### src/rtl/serial_io_buffer.sv
// Bidirectional byte-stream buffer between the processor serial port and the host
// console: independent TX/RX FIFOs, occupancy counters, sticky error flags, line-buffered TX.

module serial_io_buffer_fifo #(
  parameter int DATA_W = 8,
  parameter int DEPTH  = 16,
  parameter int CNT_W  = $clog2(DEPTH) + 1
) (
  input  logic              clock,
  input  logic              reset,
  input  logic              wr_req,
  input  logic [DATA_W-1:0] wr_data,
  input  logic              rd_req,
  output logic [DATA_W-1:0] rd_data,
  output logic [CNT_W-1:0]  count,
  output logic              full,
  output logic              empty,
  output logic              wr_fire,
  output logic              rd_fire
);
  localparam int PTR_W = $clog2(DEPTH);

  logic [DATA_W-1:0] mem [DEPTH];
  logic [PTR_W-1:0]  wr_ptr;
  logic [PTR_W-1:0]  rd_ptr;

  // Acceptance is judged on start-of-cycle occupancy, so a pop never frees room
  // for a push in the same cycle.
  assign full    = (count == CNT_W'(DEPTH));
  assign empty   = (count == '0);
  assign wr_fire = wr_req & ~full;
  assign rd_fire = rd_req & ~empty;
  assign rd_data = mem[rd_ptr];

  // NOTE: storage is deliberately not reset; the count alone says which entries are live.
  always_ff @(posedge clock) begin
    if (wr_fire) mem[wr_ptr] <= wr_data;
  end

  // NOTE: state registers use non-blocking assignment so every flop samples pre-edge values.
  always_ff @(posedge clock) begin
    if (reset) begin
      wr_ptr <= '0;
      rd_ptr <= '0;
      count  <= '0;
    end else begin
      if (wr_fire) wr_ptr <= wr_ptr + PTR_W'(1);
      if (rd_fire) rd_ptr <= rd_ptr + PTR_W'(1);
      count <= count + CNT_W'(wr_fire) - CNT_W'(rd_fire);
    end
  end
endmodule

module serial_io_buffer #(
  parameter int         DATA_W    = 8,
  parameter int         DEPTH     = 16,
  parameter bit         LINE_MODE = 1'b0,
  parameter logic [7:0] NEWLINE   = 8'h0A
) (
  input  logic                       clock,
  input  logic                       reset,
  input  logic [DATA_W-1:0]          cpu_tx_data,
  input  logic                       cpu_tx_wren,
  output logic                       cpu_tx_ready,
  output logic [DATA_W-1:0]          cpu_rx_data,
  output logic                       cpu_rx_valid,
  input  logic                       cpu_rx_rden,
  output logic [DATA_W-1:0]          host_tx_data,
  output logic                       host_tx_valid,
  input  logic                       host_tx_ready,
  input  logic [DATA_W-1:0]          host_rx_data,
  input  logic                       host_rx_valid,
  output logic                       host_rx_ready,
  output logic [$clog2(DEPTH):0]     tx_count,
  output logic [$clog2(DEPTH):0]     rx_count,
  output logic                       tx_overflow,
  output logic                       rx_underflow
);
  localparam int CNT_W = $clog2(DEPTH) + 1;
  localparam int CMP_W = (DATA_W < 8) ? DATA_W : 8;

  logic tx_full, tx_empty, tx_wr_fire, tx_rd_fire;
  logic rx_full, rx_empty, rx_wr_fire, rx_rd_fire;
  logic nl_in, nl_out;
  logic [CNT_W-1:0] nl_count;

  serial_io_buffer_fifo #(.DATA_W(DATA_W), .DEPTH(DEPTH), .CNT_W(CNT_W)) u_tx_fifo (
    .clock   (clock),
    .reset   (reset),
    .wr_req  (cpu_tx_wren),
    .wr_data (cpu_tx_data),
    .rd_req  (host_tx_valid & host_tx_ready),
    .rd_data (host_tx_data),
    .count   (tx_count),
    .full    (tx_full),
    .empty   (tx_empty),
    .wr_fire (tx_wr_fire),
    .rd_fire (tx_rd_fire)
  );

  serial_io_buffer_fifo #(.DATA_W(DATA_W), .DEPTH(DEPTH), .CNT_W(CNT_W)) u_rx_fifo (
    .clock   (clock),
    .reset   (reset),
    .wr_req  (host_rx_valid),
    .wr_data (host_rx_data),
    .rd_req  (cpu_rx_rden),
    .rd_data (cpu_rx_data),
    .count   (rx_count),
    .full    (rx_full),
    .empty   (rx_empty),
    .wr_fire (rx_wr_fire),
    .rd_fire (rx_rd_fire)
  );

  assign cpu_tx_ready  = ~tx_full;
  assign host_rx_ready = ~rx_full;
  assign cpu_rx_valid  = ~rx_empty;

  // Resident-newline tally; in line mode a partial line is held back until it is
  // terminated or the FIFO fills. Neither condition can clear without a pop, so a
  // released byte stays offered until the host takes it.
  assign nl_in  = (cpu_tx_data[CMP_W-1:0]  == NEWLINE[CMP_W-1:0]);
  assign nl_out = (host_tx_data[CMP_W-1:0] == NEWLINE[CMP_W-1:0]);

  always_ff @(posedge clock) begin
    if (reset) begin
      nl_count <= '0;
    end else begin
      nl_count <= nl_count + CNT_W'(tx_wr_fire & nl_in) - CNT_W'(tx_rd_fire & nl_out);
    end
  end

  assign host_tx_valid = ~tx_empty & (~LINE_MODE | (nl_count != '0) | tx_full);

  always_ff @(posedge clock) begin
    if (reset) begin
      tx_overflow  <= 1'b0;
      rx_underflow <= 1'b0;
    end else begin
      tx_overflow  <= tx_overflow  | (cpu_tx_wren & tx_full);
      rx_underflow <= rx_underflow | (cpu_rx_rden & rx_empty);
    end
  end

  // rx_wr_fire / rx_rd_fire are consumed inside the FIFO; the top only needs full/empty.
  logic unused_fire;
  assign unused_fire = rx_wr_fire ^ rx_rd_fire;
endmodule

### config.mk
export PLATFORM = sky130hd
export DESIGN_NAME = serial_io_buffer
export DESIGN_NICKNAME = d
export VERILOG_FILES = /design/src/rtl/serial_io_buffer.sv
export SDC_FILE = /design/constraint.sdc
export NUM_CORES = 1
export LEC_CHECK = 0
export BUFFER_PORTS_ARGS = -buffer_cell sky130_fd_sc_hd__buf_4
export CAP_MARGIN = 30
export CORE_AREA = 4 4 144 146
export CTS_CLUSTER_SIZE = 16
export DETAILED_ROUTE_END_ITERATION = 10
export DIE_AREA = 0 0 148 150
export GPL_TIMING_DRIVEN = 0
export PLACE_DENSITY = 0.78
export SYNTH_ARGS = -nofsm -noshare
export SYNTH_HDL_FRONTEND = slang
export SYNTH_HIERARCHICAL = 1
export SYNTH_SLANG_ARGS = --single-unit
export TNS_END_PERCENT = 50
### constraint.sdc
create_clock -name clock -period 3.3 [get_ports clock]
set_input_delay 0.495 -clock clock [delete_from_list [all_inputs] [get_ports clock]]
set_output_delay 0.495 -clock clock [all_outputs]
set_load 0.005 [all_outputs]
==> impl_metrics.toml, run 1 <==
[outcome]
status = "finished clean"

[critical_path]
crit_fanout = 5
worst-endpoint-required_ns = 3.78
startpoint_type = "register"
slowest_delay_ns = 0.51
crit_top_cell = "inv_1"
critical_path_buf_inv_count = 4
critPathKind = "reg2reg"
critical_path_arrival_ns = 3.58
critPathCaptureType = "register"
cp_cell_sequence = "inv_1 > ha_1 > or4b_4 > inv_1 > nor2b_1 > nand2_1 > inv_1 > ha_1 > inv_1 > ha_1 > fa_2 > a21oi_1 > nor2_1 > or3_1 > a21oi_1"
cpLargestDelayFamily = "simple AND/OR/NAND/NOR gates"
slowest_stage = "or4b_4"

[timing]
finClkSkew_ns = 0.007886
min_period_over_period_pct = 94.01
grt_setup_unrepaired = "false"
hold_viol = 0
slew_viol_final = 0
relSlewSlack_pct = 39.03
setup_viol = 0
tns_ns = 0
post-route-min-period_ns = 3.102
worst_slew_pin_slew_ns = 0.9112
fmax_ghz = 0.3223

[cells_and_area]
fill_cells = 1234
final_layout_size_suffix_gt1_share_pct = 24.02
area_delta_synth_final_pct = 15.49
utilization_pct = 69.27
finalNetCount = 765
diodes = 0

[global_route]
grt-ovfl-total = 0
grt_pass1_wl_mm = 36.47
grt_pass1_vias = 6405
grt_max_degree = 17
antenna_found_initial = 0
grt_use_total_pct = 21.48

[clock_network]
numClockSinks = 292
cts.path.max_buffers = 3
clk_pin_slew_ns = 0.06
cts_root_buf = "clkbuf_16"
cts-buffers-inserted = 29
cts_tree = "built"
clock_latency_ns = 0.54
htreeDepth = 1

[synthesis]
syn_inst = 625
synth_nets = 671
yosys-top-cells-area = "edfxtp_1 (66%), mux4_2 (9.3%), dfxtp_1 (6.2%)"
ys_types = 32
synthArstFlopShare_pct = 0
yosys_warnings = 6
synth_area_leader_cell = "edfxtp_1"
synth_flop_cell = "edfxtp_1"
syn_area_per_cell_um2 = 18.62
seq_area_frac_synth_pct = 72.27
synth-edff-count = 256
netlist.area_leader.share_pct = 66.07
yosys_register_bits = 292
netlist_area_um2 = 11630

[pwr]
static-leakage-power_uw = 0.004592
internal_power_uw = 7343
power_frac_seq_pct = 43.9
max-vdd-ir-drop_mv = 0.4675
switchingPower_uw = 2525
power_density_nw_per_um2 = 734.4
switching_share_pct = 25.59
pwr-share-comb_pct = 23.4
p_clk_share_pct = 32.8

[place]
dpl.hpwl_mm = 14.93
portBuffers = 53
gp_congestion = 0.7903

[floorplanning]
ioPinCount = 54
fp.dieW_um = 148
start_util_pct = 59.98
fp.dieH_um = 150
coreArea_um2 = 19400
die_area_um2 = 22200
rows = 51

[detailed_routing]
drtIter0Drc = 535
wire_per_inst_um = 22.88
routed_wl_mm = 23.02
vias = 6039
drc = 0
first_pass_iters = 4
postRouteAntennaNets = 0
via_per_inst = 6.003

[min_path]
hold_path_class = "in2reg"

[flow_run]
cap_viol_max_count = 0
flip-flops by register name (all words and copies together), names as in the netlist, named ones only:
| name | count |
|---|---|
| u_rx_fifo/mem | 128 |
| rx_underflow | 1 |
| u_rx_fifo/wr_ptr | 4 |
| u_tx_fifo/rd_ptr | 4 |
| u_tx_fifo/count | 5 |
| u_rx_fifo/count | 5 |
| u_tx_fifo/mem | 128 |
| u_rx_fifo/rd_ptr | 4 |
| tx_overflow | 1 |
| u_tx_fifo/wr_ptr | 4 |
routing by layer:
layer,track usage (%),share of wire (%),vias to the layer above
met3,3.059,5.4,57
li1,-,-,2655
met5,0,0,-
met1,27.15,38,3107
met4,6.697,3.0,0
met2,38.80,53,220
layout make-up:
cell class | instances | area [um^2] | area share [%]
Sequential cell | 292 | 8408 | 62.58
Multi-Input combinational cell | 273 | 2963 | 22.05
Clock buffer | 36 | 752.0 | 5.596
Timing Repair Buffer | 63 | 473.0 | 3.520
Tap cell | 265 | 331.6 | 2.468
Buffer | 26 | 192.7 | 1.434
Clock inverter | 17 | 188.9 | 1.406
Inverter | 34 | 127.6 | 0.9498
power by group through the flow:
stage | clock, uW | combinational [uW] | sequential, uW
4_1_cts | 3290 | 2310 | 4330
3_5_place_dp | 0 | 2280 | 4400
6_report | 3230 | 2300 | 4330
3_3_place_gp | 0 | 2170 | 4390
5_1_grt | 3440 | 2520 | 4350
2_1_floorplan | 0 | 1530 | 4380
worst register-to-register path: stages (launching register included):
cell and delay, ns:
dfxtp_1 0.33, inv_1 0.09, ha_1 0.17, or4b_4 0.51, inv_1 0.10, nor2b_1 0.09, nand2_1 0.12, inv_1 0.05
ha_1 0.26, inv_1 0.04, ha_1 0.21, fa_2 0.38, a21oi_1 0.15, nor2_1 0.06, or3_1 0.35, a21oi_1 0.14
synth_stat cells, types with 4 or more instances:
cell             instances
mux4_1                  16
xnor2_1                  8
nor2_1                  34
mux4_2                  48
nor2b_1                  7
nor4_1                   8
nand2_1                 26
buf_2                    4
dfxtp_1                 36
and2_1                  18
clkbuf_1                 6
nand3_1                 10
nor3b_1                  4
ha_1                    22
a22oi_1                 32
clkdlybuf4s25_2          6
xor2_1                  10
edfxtp_1               256
inv_1                   34
buf_6                    6
a21oi_1                 12
final timing paths:
check	startpoint	slack (ns)	cells after the start	end
max	u_tx_fifo/count[2]$_SDFF_PP0_	0.20	15	u_tx_fifo/count[4]$_SDFF_PP0_
min	cpu_tx_wren	0.22	3	tx_overflow$_SDFF_PP0_
max reg2reg	u_tx_fifo/count[2]$_SDFF_PP0_	0.20	15	u_tx_fifo/count[4]$_SDFF_PP0_
min reg2reg	rx_underflow$_SDFF_PP0_	0.47	2	rx_underflow$_SDFF_PP0_
cells in the final DEF (no fill, tap or decap), types with 2 or more instances in the layout:
cell type        netlist  routed
xor2_1                10      10
ha_1                  22      22
nand4bb_1              2       2
clkdlybuf4s25_2        6       6
clkbuf_1               6      13
or3_1                  2       2
nand4_1                2       2
inv_1                 34      34
nor2b_1                7       7
nor3b_1                4       4
nor4_2                 0       8
buf_6                  6       6
buf_2                  4       4
buf_4                  2      65
mux4_2                48      48
bufinv_16              0       4
xnor2_1                8       8
clkinvlp_4             0       2
mux4_1                16      16
clkinv_1               0       7
clkbuf_16              0      29
a21o_1                 2       2
and2_1                18      18
clkinv_2               0       2
nand3_1               10      10
and2b_1                2       2
dfxtp_1               36      36
a21oi_1               12      12
a22oi_1               32      32
o21ai_0                2       2
and3_1                 2       2
nor2_1                34      34
edfxtp_1             256     256
nand2_1               26      26
buf_1                  2       2
kinds of logic (layout without fill, tap and decap cells):
kind of cell / count (synthesis) / after routing / synth area share (%)
AND/OR/NAND/NOR: 119 / 119 / 5.216
AO/OA/AOI/OAI: 48 / 48 / 2.796
adder cells (fa/ha/maj): 24 / 24 / 2.710
XOR/XNOR: 18 / 18 / 1.355
flip-flops: 292 / 292 / 72.27
buffers and inverters: 60 / 176 / 2.753
multiplexers: 64 / 64 / 12.90
metrics by stage:
stage               instances  worst slack, ns  hold WS (ns)  total power (uW)  cell area, um^2
floorplan                 625           0.3329        0.4604              5909            11630
global placement          943           0.1985        0.4522              6556            12360
detailed placement        951          0.08475        0.4602              6681            12470
CTS                      1004          0.05188        0.2054              9934            13420
global route             1006          0.04234        0.2196             10300            13440
finish                   1006           0.1975        0.2211              9868            13440
what timing repair did:
action	4_1_cts	5_1_grt
setup buffers	0	2
endpoints found under the setup margin	0	1
hold buffers	0	0
resized for setup	0	2
Note: power is estimated with default switching activity, not from simulation.
==> run 2: changes to the inputs <==
--- a/config.mk
+++ b/config.mk
@@ -13,6 +13,7 @@
 export DIE_AREA = 0 0 148 150
 export GPL_TIMING_DRIVEN = 0
 export PLACE_DENSITY = 0.78
+export REMOVE_ABC_BUFFERS = 1
 export SYNTH_ARGS = -nofsm -noshare
 export SYNTH_HDL_FRONTEND = slang
 export SYNTH_HIERARCHICAL = 1
==> run 2 against run 1 <==
Effect of this change: clock power rose by 1%; clock skew increased by 0.011 ns; power shrank 0.66%; clock-buffer cell count unchanged; cell count is 2.9% lower; final area fell by 1.1%; critical path depth is the same; non-clock buffer count is 26 lower; register-to-register slack got worse by 0.09 ns; critical endpoint unchanged; largest cell class unchanged.
==> impl_metrics.toml, run 2 (synthesized netlist as in run 1, its figures left out) <==
[outcome]
status = "finished clean"

[min_path]
hold_path_class = "in2reg"

[cells_and_area]
largestRegisters = "u_rx_fifo/mem: 128 flops, u_tx_fifo/mem: 128 flops"
finalNetCount = 738
utilization_pct = 68.53
ff_latch_area_um2 = 8413
layout_common_cells = "edfxtp_1 (256), buf_4 (60), mux4_2 (48)"
final_layout_size_suffix_gt1_share_pct = 23.88
diodes = 0
multi_input_area_um2 = 2963
area_delta_synth_final_pct = 14.26
fill_cells = 1219
final_common_cell = "edfxtp_1"

[clock_network]
cts_root_buf = "clkbuf_16"
postCtsSetupRepairBufs = 0
cts_tree = "built"
cts_resized = 0
hold_buffers = 0
clock_latency_ns = 0.54
htreeDepth = 1
numClockSinks = 292
clk_pin_slew_ns = 0.06
cts-buffers-inserted = 28
cts.path.max_buffers = 3

[timing]
post-route-min-period_ns = 3.188
min_period_over_period_pct = 96.61
fmax_ghz = 0.3137
worst_slew_pin_slew_ns = 0.9400
grt_setup_unrepaired = "false"
slew_viol_final = 0
finClkSkew_ns = 0.01871
relSlewSlack_pct = 37.10
hold_viol = 0
setup_viol = 0

[floorplanning]
start_util_pct = 59.98
rows = 51
coreArea_um2 = 19400
fp.dieW_um = 148
die_area_um2 = 22200
ioPinCount = 54
fp.dieH_um = 150

[detailed_routing]
via_per_inst = 6.005
drtIter0Drc = 596
routed_wl_mm = 21.78
first_pass_iters = 5
postRouteAntennaNets = 0
wire_per_inst_um = 22.29
drc = 0
vias = 5867

[global_route]
grt_use_total_pct = 20.20
antenna_found_initial = 0
grt_max_degree = 33
grt-ovfl-total = 0
grt_pass1_wl_mm = 34.60
grt_pass1_vias = 6106

[place]
dpl.hpwl_mm = 13.74
gp_congestion = 0.7796
portBuffers = 53

[critical_path]
critical_path_arrival_ns = 3.64
crit_fanout = 5
critPathKind = "reg2reg"
worst-endpoint-required_ns = 3.75
startpoint_type = "register"
critPathCaptureType = "register"

[pwr]
static-leakage-power_uw = 0.004518
max-vdd-ir-drop_mv = 0.5258
total_power_uw = 9802
power_density_nw_per_um2 = 737.4

[flow_run]
cap_viol_max_count = 0
[run 2: changes by cell type in the layout (fill, tap and decap cells not counted), sizes merged]
cell / before / now
bufinv: 4 / 3
clkinv: 10 / 8
clkdlybuf4s25: 6 / 0
clkbuf: 42 / 37
buf: 77 / 62
[run 2: layout make-up]
type / instances / share of cell area [%]
Timing Repair Buffer: 63 / 3.746
Sequential cell: 292 / 63.28
Inverter: 34 / 0.9600
Tap cell: 265 / 2.494
Clock inverter: 14 / 1.176
Clock buffer: 36 / 6.052
Multi-Input combinational cell: 273 / 22.29
[run 2: critical path, cell delays in order (launching register included)]
cell and delay [ns]:
dfxtp_1 0.33, inv_1 0.09, ha_1 0.17, or4b_4 0.51, inv_1 0.10, nor2b_1 0.08, nand2_1 0.13, inv_1 0.06
ha_1 0.26, inv_1 0.04, ha_1 0.20, fa_1 0.44, a21oi_1 0.17, nor2_1 0.07, or3_1 0.35, a21oi_1 0.14
[run 2: through the flow]
| step | setup WS (ns) | std cells | area [um^2] | TNS, ns | hold slack [ns] |
|---|---|---|---|---|---|
| 2_1_floorplan | 0.3329 | 599 | 11440 | 0 | 0.4554 |
| 3_3_place_gp | -0.2250 | 917 | 12170 | -2.791 | 0.4553 |
| 3_5_place_dp | 0.08821 | 923 | 12300 | 0 | 0.4657 |
| 4_1_cts | 0.06555 | 973 | 13260 | 0 | 0.2280 |
| 5_1_grt | 0.007319 | 977 | 13290 | 0 | 0.2544 |
| 6_report | 0.1118 | 977 | 13290 | 0 | 0.2462 |
[run 2: final timing paths]
check / start / end / slack [ns] / cells past startpoint
max: u_tx_fifo/count[3]$_SDFF_PP0_ / u_tx_fifo/count[4]$_SDFF_PP0_ / 0.11 / 15
min: cpu_rx_rden / rx_underflow$_SDFF_PP0_ / 0.25 / 3
max reg2reg: u_tx_fifo/count[3]$_SDFF_PP0_ / u_tx_fifo/count[4]$_SDFF_PP0_ / 0.11 / 15
min reg2reg: rx_underflow$_SDFF_PP0_ / rx_underflow$_SDFF_PP0_ / 0.48 / 2
[run 2: metal layers]
layer	up-vias	wire length, um	GRT usage [%]
met4	0	453	5.081
met2	229	11060	33.64
met5	-	0	0
met1	3014	8933	28.57
met3	34	1329	3.210
li1	2590	-	-
[run 2: report_power, final]
part | leakage, uW | total [uW] | switching (uW) | internal, uW
clock network | 0.000470 | 3270 | 1310 | 1960
registers | 0.00261 | 4460 | 252 | 4210
logic | 0.00144 | 2070 | 916 | 1150
